### src/rtl/fwd_hazard_ctrl_pkg.sv
// Shared definitions for the pipeline hazard controller: EX forward-select codes,
// controller state encoding, the control bundle layout and the tag-match helper.
package fwd_hazard_ctrl_pkg;

    localparam int REG_ADDR_W = 5;
    localparam int SRC_SEL_W  = 2;

    // Select codes shared with the EX operand muxes.
    typedef enum logic [SRC_SEL_W-1:0] {
        RS_EX = 2'b00,
        RS_ME = 2'b01,
        RS_WB = 2'b10
    } rs_src_e;

    typedef enum logic [0:0] {
        ST_RUN      = 1'b0,
        ST_MDU_BUSY = 1'b1
    } hz_state_e;

    typedef struct packed {
        logic stall_if;
        logic stall_id;
        logic stall_ex;
        logic stall_me;
        logic flush_id;
        logic bubble_ex;
        logic bubble_me;
        logic bubble_wb;
    } hz_ctrl_t;

    // A producer feeds a consumer only if both are enabled, tags agree and rd is not x0.
    function automatic logic tag_hit(
        input logic [REG_ADDR_W-1:0] src_addr,
        input logic                  src_ren,
        input logic [REG_ADDR_W-1:0] rd_addr,
        input logic                  rd_wen
    );
        return src_ren && rd_wen && (rd_addr == src_addr) && (rd_addr != 5'd0);
    endfunction

endpackage

### src/rtl/fwd_hazard_ctrl_fwd_sel.sv
// Per-source tag comparator: picks the youngest in-flight producer of one ID source
// and flags a load-use conflict against a load sitting in EX.
module fwd_sel
    import fwd_hazard_ctrl_pkg::*;
(
    input  logic [REG_ADDR_W-1:0] i_rs_addr,
    input  logic                  i_rs_ren,
    input  logic [REG_ADDR_W-1:0] i_ex_rd_addr,
    input  logic                  i_ex_rd_wen,
    input  logic                  i_ex_is_load,
    input  logic [REG_ADDR_W-1:0] i_me_rd_addr,
    input  logic                  i_me_rd_wen,
    output logic [SRC_SEL_W-1:0]  o_sel,
    output logic                  o_load_use
);

    logic w_ex_hit;
    logic w_me_hit;

    assign w_ex_hit = tag_hit(i_rs_addr, i_rs_ren, i_ex_rd_addr, i_ex_rd_wen);
    assign w_me_hit = tag_hit(i_rs_addr, i_rs_ren, i_me_rd_addr, i_me_rd_wen);

    // EX holds the younger producer, so it wins over ME.
    always_comb begin
        o_sel = RS_EX;
        if (w_ex_hit) begin
            o_sel = RS_ME;
        end else if (w_me_hit) begin
            o_sel = RS_WB;
        end else begin
            o_sel = RS_EX;
        end
    end

    assign o_load_use = w_ex_hit && i_ex_is_load;

endmodule

### src/rtl/fwd_hazard_ctrl.sv
// Pipeline hazard controller: registered EX forward selects plus combinational
// stall/flush/bubble sequencing for MEM wait, MDU busy, branch redirect and load-use.
module fwd_hazard_ctrl
    import fwd_hazard_ctrl_pkg::*;
#(
    parameter int CNT_W = 32
) (
    input  logic                  clock,
    input  logic                  reset_n,
    input  logic [REG_ADDR_W-1:0] id_rs1_addr,
    input  logic [REG_ADDR_W-1:0] id_rs2_addr,
    input  logic                  id_rs1_ren,
    input  logic                  id_rs2_ren,
    input  logic [REG_ADDR_W-1:0] ex_rd_addr,
    input  logic                  ex_rd_wen,
    input  logic                  ex_is_load,
    input  logic [REG_ADDR_W-1:0] me_rd_addr,
    input  logic                  me_rd_wen,
    input  logic                  ex_branch_taken,
    input  logic                  ex_mdu_valid,
    input  logic                  mdu_done,
    input  logic                  me_mem_req,
    input  logic                  mem_ack,
    output logic [SRC_SEL_W-1:0]  rs1_src,
    output logic [SRC_SEL_W-1:0]  rs2_src,
    output logic                  stall_if,
    output logic                  stall_id,
    output logic                  stall_ex,
    output logic                  stall_me,
    output logic                  flush_id,
    output logic                  bubble_ex,
    output logic                  bubble_me,
    output logic                  bubble_wb,
    output logic [CNT_W-1:0]      stall_cnt
);

    hz_state_e             r_state;
    logic [SRC_SEL_W-1:0]  r_rs1_src;
    logic [SRC_SEL_W-1:0]  r_rs2_src;
    logic [CNT_W-1:0]      r_stall_cnt;

    logic [SRC_SEL_W-1:0]  w_rs1_sel;
    logic [SRC_SEL_W-1:0]  w_rs2_sel;
    logic                  w_rs1_lu;
    logic                  w_rs2_lu;
    logic                  w_load_use;
    logic                  w_mem_freeze;
    logic                  w_mdu_stall;
    hz_ctrl_t              w_ctrl;

    fwd_sel u_fwd_rs1 (
        .i_rs_addr    (id_rs1_addr),
        .i_rs_ren     (id_rs1_ren),
        .i_ex_rd_addr (ex_rd_addr),
        .i_ex_rd_wen  (ex_rd_wen),
        .i_ex_is_load (ex_is_load),
        .i_me_rd_addr (me_rd_addr),
        .i_me_rd_wen  (me_rd_wen),
        .o_sel        (w_rs1_sel),
        .o_load_use   (w_rs1_lu)
    );

    fwd_sel u_fwd_rs2 (
        .i_rs_addr    (id_rs2_addr),
        .i_rs_ren     (id_rs2_ren),
        .i_ex_rd_addr (ex_rd_addr),
        .i_ex_rd_wen  (ex_rd_wen),
        .i_ex_is_load (ex_is_load),
        .i_me_rd_addr (me_rd_addr),
        .i_me_rd_wen  (me_rd_wen),
        .o_sel        (w_rs2_sel),
        .o_load_use   (w_rs2_lu)
    );

    assign w_load_use   = w_rs1_lu || w_rs2_lu;
    assign w_mem_freeze = me_mem_req && !mem_ack;

    // mdu_done releases the stall in the very cycle it arrives, in either state.
    always_comb begin
        w_mdu_stall = 1'b0;
        case (r_state)
            ST_RUN:      w_mdu_stall = ex_mdu_valid && !mdu_done;
            ST_MDU_BUSY: w_mdu_stall = !mdu_done;
            default:     w_mdu_stall = 1'b0;
        endcase
    end

    // Priority-ordered stall/flush/bubble generation; a higher cause masks all below it.
    always_comb begin
        w_ctrl = '0;
        if (w_mem_freeze) begin
            w_ctrl.stall_if  = 1'b1;
            w_ctrl.stall_id  = 1'b1;
            w_ctrl.stall_ex  = 1'b1;
            w_ctrl.stall_me  = 1'b1;
            w_ctrl.bubble_wb = 1'b1;
        end else if (w_mdu_stall) begin
            w_ctrl.stall_if  = 1'b1;
            w_ctrl.stall_id  = 1'b1;
            w_ctrl.stall_ex  = 1'b1;
            w_ctrl.bubble_me = 1'b1;
        end else if (ex_branch_taken) begin
            w_ctrl.flush_id  = 1'b1;
            w_ctrl.bubble_ex = 1'b1;
        end else if (w_load_use) begin
            w_ctrl.stall_if  = 1'b1;
            w_ctrl.stall_id  = 1'b1;
            w_ctrl.bubble_ex = 1'b1;
        end else begin
            w_ctrl = '0;
        end
    end

    assign stall_if  = w_ctrl.stall_if;
    assign stall_id  = w_ctrl.stall_id;
    assign stall_ex  = w_ctrl.stall_ex;
    assign stall_me  = w_ctrl.stall_me;
    assign flush_id  = w_ctrl.flush_id;
    assign bubble_ex = w_ctrl.bubble_ex;
    assign bubble_me = w_ctrl.bubble_me;
    assign bubble_wb = w_ctrl.bubble_wb;

    // MDU occupancy tracker; a MEM freeze blocks entry but never blocks the exit on mdu_done.
    always_ff @(posedge clock or negedge reset_n) begin
        if (!reset_n) begin
            r_state <= ST_RUN;
        end else begin
            case (r_state)
                ST_RUN: begin
                    if (ex_mdu_valid && !mdu_done && !w_mem_freeze) begin
                        r_state <= ST_MDU_BUSY;
                    end else begin
                        r_state <= ST_RUN;
                    end
                end
                ST_MDU_BUSY: begin
                    if (mdu_done) begin
                        r_state <= ST_RUN;
                    end else begin
                        r_state <= ST_MDU_BUSY;
                    end
                end
                default: r_state <= ST_RUN;
            endcase
        end
    end

    // EX forward selects travel with the operand registers: hold, bubble or advance.
    always_ff @(posedge clock or negedge reset_n) begin
        if (!reset_n) begin
            r_rs1_src <= RS_EX;
            r_rs2_src <= RS_EX;
        end else if (w_ctrl.stall_ex) begin
            r_rs1_src <= r_rs1_src;
            r_rs2_src <= r_rs2_src;
        end else if (w_ctrl.bubble_ex) begin
            r_rs1_src <= RS_EX;
            r_rs2_src <= RS_EX;
        end else begin
            r_rs1_src <= w_rs1_sel;
            r_rs2_src <= w_rs2_sel;
        end
    end

    // Free-running count of fetch-stall cycles, wrapping naturally.
    always_ff @(posedge clock or negedge reset_n) begin
        if (!reset_n) begin
            r_stall_cnt <= '0;
        end else if (w_ctrl.stall_if) begin
            r_stall_cnt <= r_stall_cnt + {{(CNT_W-1){1'b0}}, 1'b1};
        end else begin
            r_stall_cnt <= r_stall_cnt;
        end
    end

    assign rs1_src   = r_rs1_src;
    assign rs2_src   = r_rs2_src;
    assign stall_cnt = r_stall_cnt;

endmodule

### config.mk
export PLATFORM = sky130hd
export DESIGN_NAME = fwd_hazard_ctrl
export DESIGN_NICKNAME = d
export VERILOG_FILES = /design/src/rtl/fwd_hazard_ctrl_pkg.sv /design/src/rtl/fwd_hazard_ctrl_fwd_sel.sv /design/src/rtl/fwd_hazard_ctrl.sv
export SDC_FILE = /design/constraint.sdc
export NUM_CORES = 1
export LEC_CHECK = 0
export BUFFER_PORTS_ARGS = -buffer_cell sky130_fd_sc_hd__buf_2
export CAP_MARGIN = 10
export CORE_MARGIN = 10
export CORE_UTILIZATION = 50
export DETAILED_ROUTE_END_ITERATION = 7
export HOLD_SLACK_MARGIN = 0.05
export PLACE_DENSITY = 0.78
export REMOVE_ABC_BUFFERS = 1
export SLEW_MARGIN = 25
export SYNTH_ARGS = -nofsm -noshare
export SYNTH_HDL_FRONTEND = slang
export SYNTH_SLANG_ARGS = --single-unit
export TNS_END_PERCENT = 5
### constraint.sdc
create_clock -name clock -period 2.2 [get_ports clock]
set_clock_uncertainty 0.2 [all_clocks]
set_input_delay 0.11 -clock clock [delete_from_list [all_inputs] [get_ports clock]]
set_output_delay 0.11 -clock clock [all_outputs]
set_load 0.02 [all_outputs]
==> results.cfg, run 1 <==
[floorplan]
row_count = 23
dieHeight_um = 86.0
die_area_um2 = 7390
boundaryPins = 76
core_um2 = 4120
die_w_um = 86.0
initial_utilization_pct = 52.8

[sta]
setup_violations = 0
timing.hold.ws_ps = 58.7
worst_slew_pin_slew_ps = 807
period_minus_slack_ps = 2020
period_share_pct = 91.9
finalMaxSlewViolations = 0
relSlewSlack_pct = 46.2
clock.fmax_mhz = 494
rsz0062_at_grt = false
setup_slack_ps = 178
final_hold_viol_count = 0

[synth]
synth_compound_area_share_pct = 17.1
yosys_warnings = 0
synthXorXnorAreaFrac_pct = 20.5
async_flop_share_pct = 100
ys_types = 35
synthFlopType = dfrtp_1
synthMuxAreaShare_pct = 0.518
synth_top_family_by_area = XOR/XNOR gates
synth_top_cell_area_share_pct = 42.6
netlist_area_um2 = 2170
netlist_instances = 208
synthAdderAreaFrac_pct = 0.575
synth_most_common_cell = dfrtp_1
yosysSeqAreaShare_pct = 42.6
synth_common_cells = dfrtp_1 (37), xnor2_1 (27), xor2_1 (24)
ys_top_cells_by_area = dfrtp_1 (43%), xnor2_1 (11%), xor2_1 (9.7%)
postSynthAreaPerCell_um2 = 10.5
synth_top_area_cell = dfrtp_1
synth-simple-area-share_pct = 15.0
synth_edf_count = 0
yosys_register_bits = 37

[clock_tree]
cts_root_buf = clkbuf_8
clk_pin_slew_ps = 70
clk_path_buf_depth = 2
cts_tree = yes
cts_made_buffers = 5
clk_latency_ps = 300
htreeDepth = 2
clock-sinks = 37

[global_routing]
grt_max_degree = 38
antenna_found_initial = 0
grt_pass1_wl_mm = 9.93
grt_pass1_vias = 1986
grt_util_all_layers_pct = 16.4
overflow = 0

[setup_path]
rr_endpoint = stall_cnt[28]
critPathCaptureType = output port
worst-path-max-fanout = 11
critPathKind = in2out
cp-start-kind = input port
rrSetupSlack_ps = 270
cp_data_arrival_time_ps = 1710
required_ps = 1890
r2r_cells = 6
r2r_start = stall_cnt[0]

[finish]
multi_input_area_um2 = 1170
fin_area_um2 = 2810
nets = 326
final_cells = 344
antenna_cells = 0
fillCellCount = 316
area.sequential_um2 = 926
area_growth_syn_to_layout_pct = 29.3
drive_above_1_share_pct = 33.7

[power]
p_comb_share_pct = 25.5
p_seq_share_pct = 43.7
powerDensity_nw_per_um2 = 705
p_leak_nw = 1.33
p_clk_share_pct = 30.8
irDropWorstVdd_uv = 616
p_int_mw = 1.33
switchingPower_mw = 0.652
switching_share_pct = 32.9
p_total_mw = 1.98

[run_status]
status = finished clean

[worst_hold_path]
holdCritPathClass = in2reg
min_to = rs2_src[1]
hold_depth = 4
hold_path_startpoint = id_rs2_ren

[drt]
dr.pass1.iters = 4
vias_per_cell = 5.71
ant_nets = 0
routed_wirelength_mm = 6.12
wire_per_inst_um = 17.8
vias = 1963
drtIter0Drc = 129
drc = 0

[placement]
pre_cts_slack_ps = 22.0
dp_cells = 329
placed_area_um2 = 2630
place_congestion = 0.930
io_buffers = 75
place_hpwl_mm = 4.63

[flow_run]
cap_violations = 0
[sequential cells by signal, summed over array words and instances (netlist names)]
register	flops
r_state	1
rs1_src	2
rs2_src	2
stall_cnt	32
[metal layers]
metal  track usage (%)  wire (um)  vias to the layer above
met3              6.05        498                       17
met1              20.2       2580                      936
met2              24.9       2870                       74
met4              7.63        174                        0
li1                  -          -                      936
met5                 0          0                        -
[worst max path at each step]
stage / startpoint / end / slack, ps / cells past startpoint
finish: mdu_done / stall_if / 180 / 8
global placement: id_rs1_addr[3] / stall_cnt[14] / 100 / 7
CTS: id_rs1_ren / stall_if / 20 / 7
global route: ex_rd_addr[3] / stall_cnt[12] / 50 / 8
detailed placement: id_rs1_addr[3] / stall_cnt[12] / 20 / 7
floorplan: r_state / rs1_src[1] / -510 / 5
[stage by stage]
step	TNS, ps	util, %
floorplan	-10090	-
global placement	0	63.8
detailed placement	0	63.8
CTS	0	68.1
global route	0	68.3
finish	0	68.3
[critical path, stage by stage]
cell and delay [ps]:
dlygate4sd3_1 530, buf_2 100, o21bai_1 130, nor2b_2 210
buf_4 220, nand2_1 90, buf_4 160, buf_2 150
[cell families (layout without fill, tap and decap cells)]
family          Yosys count  count (layout)
simple gates             59              59
xor+xnor                 51              51
compound gates           43              43
flops                    37              37
buf+inv                  16             102
fa+ha+maj                 1               1
mux                       1               1
[power by group through the flow]
stage / logic (mW) / clock network [mW] / registers [mW]
floorplan: 0.195 / 0 / 0.953
global placement: 0.487 / 0 / 0.871
detailed placement: 0.495 / 0 / 0.874
CTS: 0.508 / 0.619 / 0.864
global route: 0.552 / 0.648 / 0.877
finish: 0.506 / 0.612 / 0.866
[timing repair]
action                                 in CTS  in global routing
setup endpoints to repair                   0                  2
endpoints found under the hold margin      42                  0
gates resized for setup                     0                  1
setup buffers                               0                  1
hold buffers                                6                  0
[layout by cell type, fill, tap and decap left out, types with 2 or more instances in the layout]
cell type	instances
or4_1	2
xor2_1	24
nor2_1	8
buf_4	9
nand4_1	8
clkbuf_8	6
o21ai_1	2
dlygate4sd3_1	6
dfrtp_1	37
o211ai_1	5
a21oi_1	8
nand2_1	7
a2111oi_4	2
o21ai_0	4
inv_1	3
buf_2	75
nand3_1	10
nor3_1	2
o2111ai_1	12
and4_1	3
a22o_1	2
and2_1	3
xnor2_1	27
nor4_1	5
and3_1	9
[layout make-up]
type | instances | area share, %
clock inverters | 1 | 1.07
flip-flops and latches | 37 | 32.9
multi-input cells | 155 | 41.7
inverters | 3 | 0.401
well taps | 50 | 2.23
repair buffers | 91 | 18.6
clock buffers | 7 | 3.07
(Power assumes the default switching activity.)
==> run 2, diff against run 1 <==
==> constraint.sdc (replaced) <==
create_clock -name clock -period 2.2 [get_ports clock]
set_clock_uncertainty 0.2 [all_clocks]
set_input_delay 0.44 -clock clock [delete_from_list [all_inputs] [get_ports clock]]
set_output_delay 0.44 -clock clock [all_outputs]
set_load 0.02 [all_outputs]
==> run 2 against run 1 <==
Net effect: the run now ends with setup timing left; routed wire length is 0.33% higher; combinational power up 7.9%; sequential power is essentially flat; final area is 5.1% higher; setup slack worse by 330 ps; maximum frequency shrank 14%; die area is the same; sequential share of layout area is 1.6 points lower; clock power decreased by 23%; sequential cell count unchanged; non-clock buffer count is 14 higher; total power decreased by 5.1%; critical endpoint is now bubble_ex; largest cell class unchanged; highest routed layer unchanged.
==> results.cfg, run 2 (synthesized netlist as in run 1, its figures left out) <==
[run_status]
status = finished, violations left
failed_checks = setup timing

[clock_tree]
clk_path_buf_depth = 2
clock-sinks = 37
clk_latency_ps = 300
cts_root_buf = clkbuf_8
cts_tree = yes
clk_pin_slew_ps = 70
htreeDepth = 2
cts_made_buffers = 5

[power]
p_int_mw = 1.21
powerDensity_nw_per_um2 = 637
p_seq_share_pct = 45.9
p_leak_nw = 1.42
p_comb_share_pct = 29.0
switching_share_pct = 35.7
switchingPower_mw = 0.672
p_clk_share_pct = 25.1
irDropWorstVdd_uv = 668

[finish]
layout.cells.most_common = buf_2
fin_area_um2 = 2960
antenna_cells = 0
largest_reg_flops = 32
area_growth_syn_to_layout_pct = 35.9
layout_common_cells = buf_2 (66), dfrtp_1 (37), buf_4 (31)
nets = 340
fin_util_pct = 71.8
drive_above_1_share_pct = 40.9

[setup_path]
cp_data_arrival_time_ps = 1720
critPathKind = in2out
cp_cell_sequence = buf_6 > xor2_1 > nor4_1 > and3_2 > o21a_1 > a21oi_2 > nor2_1 > buf_4
critPathCaptureType = output port
cpPeakStageDelay_ps = 270
worst-path-max-fanout = 3
crit_buf_inv = 2
crit_path_top_delay_cell = nor4_1
cp-start-kind = input port
required_ps = 1560
critPathTopFamily = simple AND/OR/NAND/NOR gates

[worst_hold_path]
holdCritPathClass = in2reg

[placement]
place_hpwl_mm = 4.57
placed_area_um2 = 2750
place_congestion = 0.903
io_buffers = 75

[sta]
clock.fmax_mhz = 424
setup_violations = 3
tns_ps = -385
final_hold_viol_count = 0
period_share_pct = 107
rsz0062_at_grt = true
period_minus_slack_ps = 2360
relSlewSlack_pct = 68.3
setup_slack_ps = -156
worst_slew_pin_slew_ps = 474
finalMaxSlewViolations = 0

[drt]
drtIter0Drc = 211
ant_nets = 0
dr.pass1.iters = 4
routed_wirelength_mm = 6.14
vias_per_cell = 5.56
drc = 0
wire_per_inst_um = 17.2
vias = 1990

[global_routing]
grt_util_all_layers_pct = 16.4
grt_pass1_wl_mm = 9.88
antenna_found_initial = 0
overflow = 0
grt_max_degree = 38
grt_pass1_vias = 1973

[floorplan]
row_count = 23
boundaryPins = 76
die_area_um2 = 7390
initial_utilization_pct = 52.8
core_um2 = 4120
dieHeight_um = 86.0
die_w_um = 86.0

[flow_run]
cap_violations = 0
run 2: final timing paths:
kind                               start             to  slack [ps]  cells past startpoint
max reg2reg                 stall_cnt[9]  stall_cnt[19]         160                      6
min reg2reg                   rs2_src[0]     rs2_src[0]         270                      2
min in group asynchronous        reset_n  stall_cnt[22]         510                      3
max in group asynchronous        reset_n   stall_cnt[2]         960                      3
max                        ex_rd_addr[0]      bubble_ex        -160                      8
min                             mdu_done        r_state         140                      2
run 2: layout make-up:
| type | count | area [um^2] |
|---|---|---|
| Clock inverter | 3 | 17.5 |
| Sequential cell | 37 | 926 |
| Multi-Input combinational cell | 155 | 1200 |
| Fill cell | 307 | 1160 |
| Clock buffer | 5 | 68.8 |
| Inverter | 3 | 11.3 |
| Timing Repair Buffer | 105 | 669 |
| Tap cell | 50 | 62.6 |
run 2: through the flow:
step	power, mW	worst slack [ps]	cells	hold WS [ps]
6_report	1.88	-156	358	144
2_1_floorplan	1.15	-861	195	-55.6
5_1_grt	1.98	-210	358	156
4_1_cts	1.88	-127	358	146
3_5_place_dp	1.39	-251	344	251
3_3_place_gp	1.38	-239	344	246
run 2: per-layer routing:
metal	part of all wire (%)	vias to the layer above	track usage [%]
met2	48	64	26.0
li1	-	961	-
met5	0	-	0
met3	7.6	8	6.24
met1	43	957	20.1
met4	1.3	0	4.64
run 2: power groups by stage:
stage | logic [mW] | registers, mW | clock network, mW
finish | 0.546 | 0.863 | 0.472
global route | 0.589 | 0.878 | 0.512
CTS | 0.538 | 0.862 | 0.478
detailed placement | 0.519 | 0.874 | 0
global placement | 0.508 | 0.871 | 0
floorplan | 0.195 | 0.953 | 0
run 2: timing repair:
| action | 4_1_cts | 5_1_grt |
|---|---|---|
| hold buffers | 1 | 0 |
| setup endpoints to repair | 5 | 6 |
| buffers inserted | 5 | 0 |
| gates resized for setup | 16 | 5 |
| pin swaps | 10 | 6 |
| endpoints found under the hold margin | 37 | 0 |
==> run 3, diff against run 2 <==
- CORE_MARGIN: 10 -> not set
==> run 3 against run 2 <==
Net effect: setup slack got worse by 54 ps; first-iteration DRC count down 22%; critical path depth is the same; routed wire length shrank 7.2%; maximum frequency is 2.2% lower; critical path type unchanged; global-route usage is 10 points higher; clock-buffer cell count increased by 2; sequential cell count unchanged; cell count is 0.56% lower; the run still ends with setup timing left; sequential share of layout area fell by 0.16 points; worst hold slack lost 0.54 ps; core utilization rose by 0.87 points.
==> results.cfg, run 3 (synthesized netlist as in run 1, its figures left out) <==
[run_status]
status = finished, violations left
failed_checks = setup timing

[drt]
vias_per_cell = 5.67
vias = 2018
ant_nets = 0
routed_wirelength_mm = 5.70
wl_met1_mm = 2.56
wire_per_inst_um = 16.0
top_layer = met4
drtIter0Drc = 164
wl_met2_mm = 2.67
drc = 0
dr.pass1.iters = 4
dr_wl_met3_um = 317

[clock_tree]
clk_latency_ps = 290
clock-sinks = 37
cts_root_buf = clkbuf_8
clk_pin_slew_ps = 70
htreeDepth = 2
clk_path_buf_depth = 2
cts_made_buffers = 5
cts_tree = yes

[sta]
relSlewSlack_pct = 64.3
tns_ps = -612
timing.hold.ws_ps = 143
period_share_pct = 110
clock.fmax_mhz = 415
finalMaxSlewViolations = 0
setup_violations = 3
worst_slew_pin_slew_ps = 534
final_hold_viol_count = 0
rsz0062_at_grt = true
period_minus_slack_ps = 2410
setup_slack_ps = -210

[setup_path]
crit_path_top_delay_cell = nor4_2
cp-start-kind = input port
r2r_cells = 6
worstSetupPathDepth = 8
critPathMostFrequentCell = buf_6
cp_data_arrival_time_ps = 1770
cp_cell_sequence = buf_6 > xor2_1 > nor4_2 > and3_4 > buf_12 > o2111ai_4 > nand2_2 > buf_6
critPathKind = in2out
critPathTopFamily = simple AND/OR/NAND/NOR gates
rrSetupSlack_ps = 290
cpPeakStageDelay_ps = 320
required_ps = 1560
crit_buf_inv = 3
critPathCaptureType = output port
worst-path-max-fanout = 3

[placement]
placed_area_um2 = 2750
place_hpwl_mm = 4.00
place_congestion = 0.928
io_buffers = 75
dp_cells = 344
pre_cts_slack_ps = -321

[finish]
nets = 339
drive_above_1_share_pct = 39.9
final_cells = 356
fin_area_um2 = 2970
layout_common_cells = buf_2 (67), dfrtp_1 (37), xnor2_1 (27)
layout.cells.most_common = buf_2
largest_reg_flops = 32
antenna_cells = 0
area_growth_syn_to_layout_pct = 36.6

[global_routing]
grt_pass1_vias = 1805
grt_util_all_layers_pct = 26.5
overflow = 0
antenna_found_initial = 0
grt_max_degree = 38
grt_pass1_wl_mm = 8.89

[floorplan]
initial_utilization_pct = 53.2
row_count = 23
die_w_um = 68.0
core_um2 = 4090
die_area_um2 = 4620
dieHeight_um = 68.0
boundaryPins = 76

[power]
powerDensity_nw_per_um2 = 631
p_leak_nw = 1.41
irDropWorstVdd_uv = 611

[worst_hold_path]
hold_depth = 2
holdCritPathClass = in2reg

[flow_run]
cap_violations = 0
run 3: layer usage:
metal  vias up  global-route usage, %
met5         -                      0
met4         0                   10.2
met3        12                   6.50
met2        76                   40.9
met1       970                   35.6
li1        960                      -
run 3: cell type report:
class / instances / area [um^2]
clock buffer: 7 / 86.3
fill: 301 / 1120
inverter: 3 / 11.3
multi-input combinational: 155 / 1200
sequential: 37 / 926
tap: 50 / 62.6
timing repair buffer: 104 / 679
run 3: final timing paths:
path | to | startpoint
setup / recovery | stall_if | ex_rd_addr[3]
hold / removal | r_state | mdu_done
setup reg to reg | rs2_src[1] | r_state
hold reg to reg | stall_cnt[31] | stall_cnt[31]
max in group asynchronous | stall_cnt[21] | reset_n
min in group asynchronous | r_state | reset_n
run 3: repair_timing:
| item | CTS | global route |
|---|---|---|
| pin swaps | 11 | 9 |
| hold endpoints to repair | 37 | 0 |
| resized for setup | 18 | 6 |
| setup buffers | 3 | 1 |
| hold buffers | 1 | 0 |
| endpoints found under the setup margin | 7 | 27 |
run 3: metrics by stage:
stage          util, %  total power [mW]
2_1_floorplan        -              1.15
3_3_place_gp      67.3              1.37
3_5_place_dp      67.3              1.38
4_1_cts           71.8              1.88
5_1_grt           72.7              1.98
6_report          72.7              1.88
run 3: worst reg2reg max path: stages (launching register included):
cell       delay (ps)
dfrtp_1           380
o21bai_1          160
nor2b_2           180
inv_1              60
buf_4             160
a2111oi_1         500
a22o_1            220
run 3: report_power, final:
part           total [mW]  internal, mW  switching (mW)
sequential          0.864         0.759           0.106
clock               0.481         0.248           0.232
combinational       0.530         0.230           0.300
total                1.88          1.24           0.638
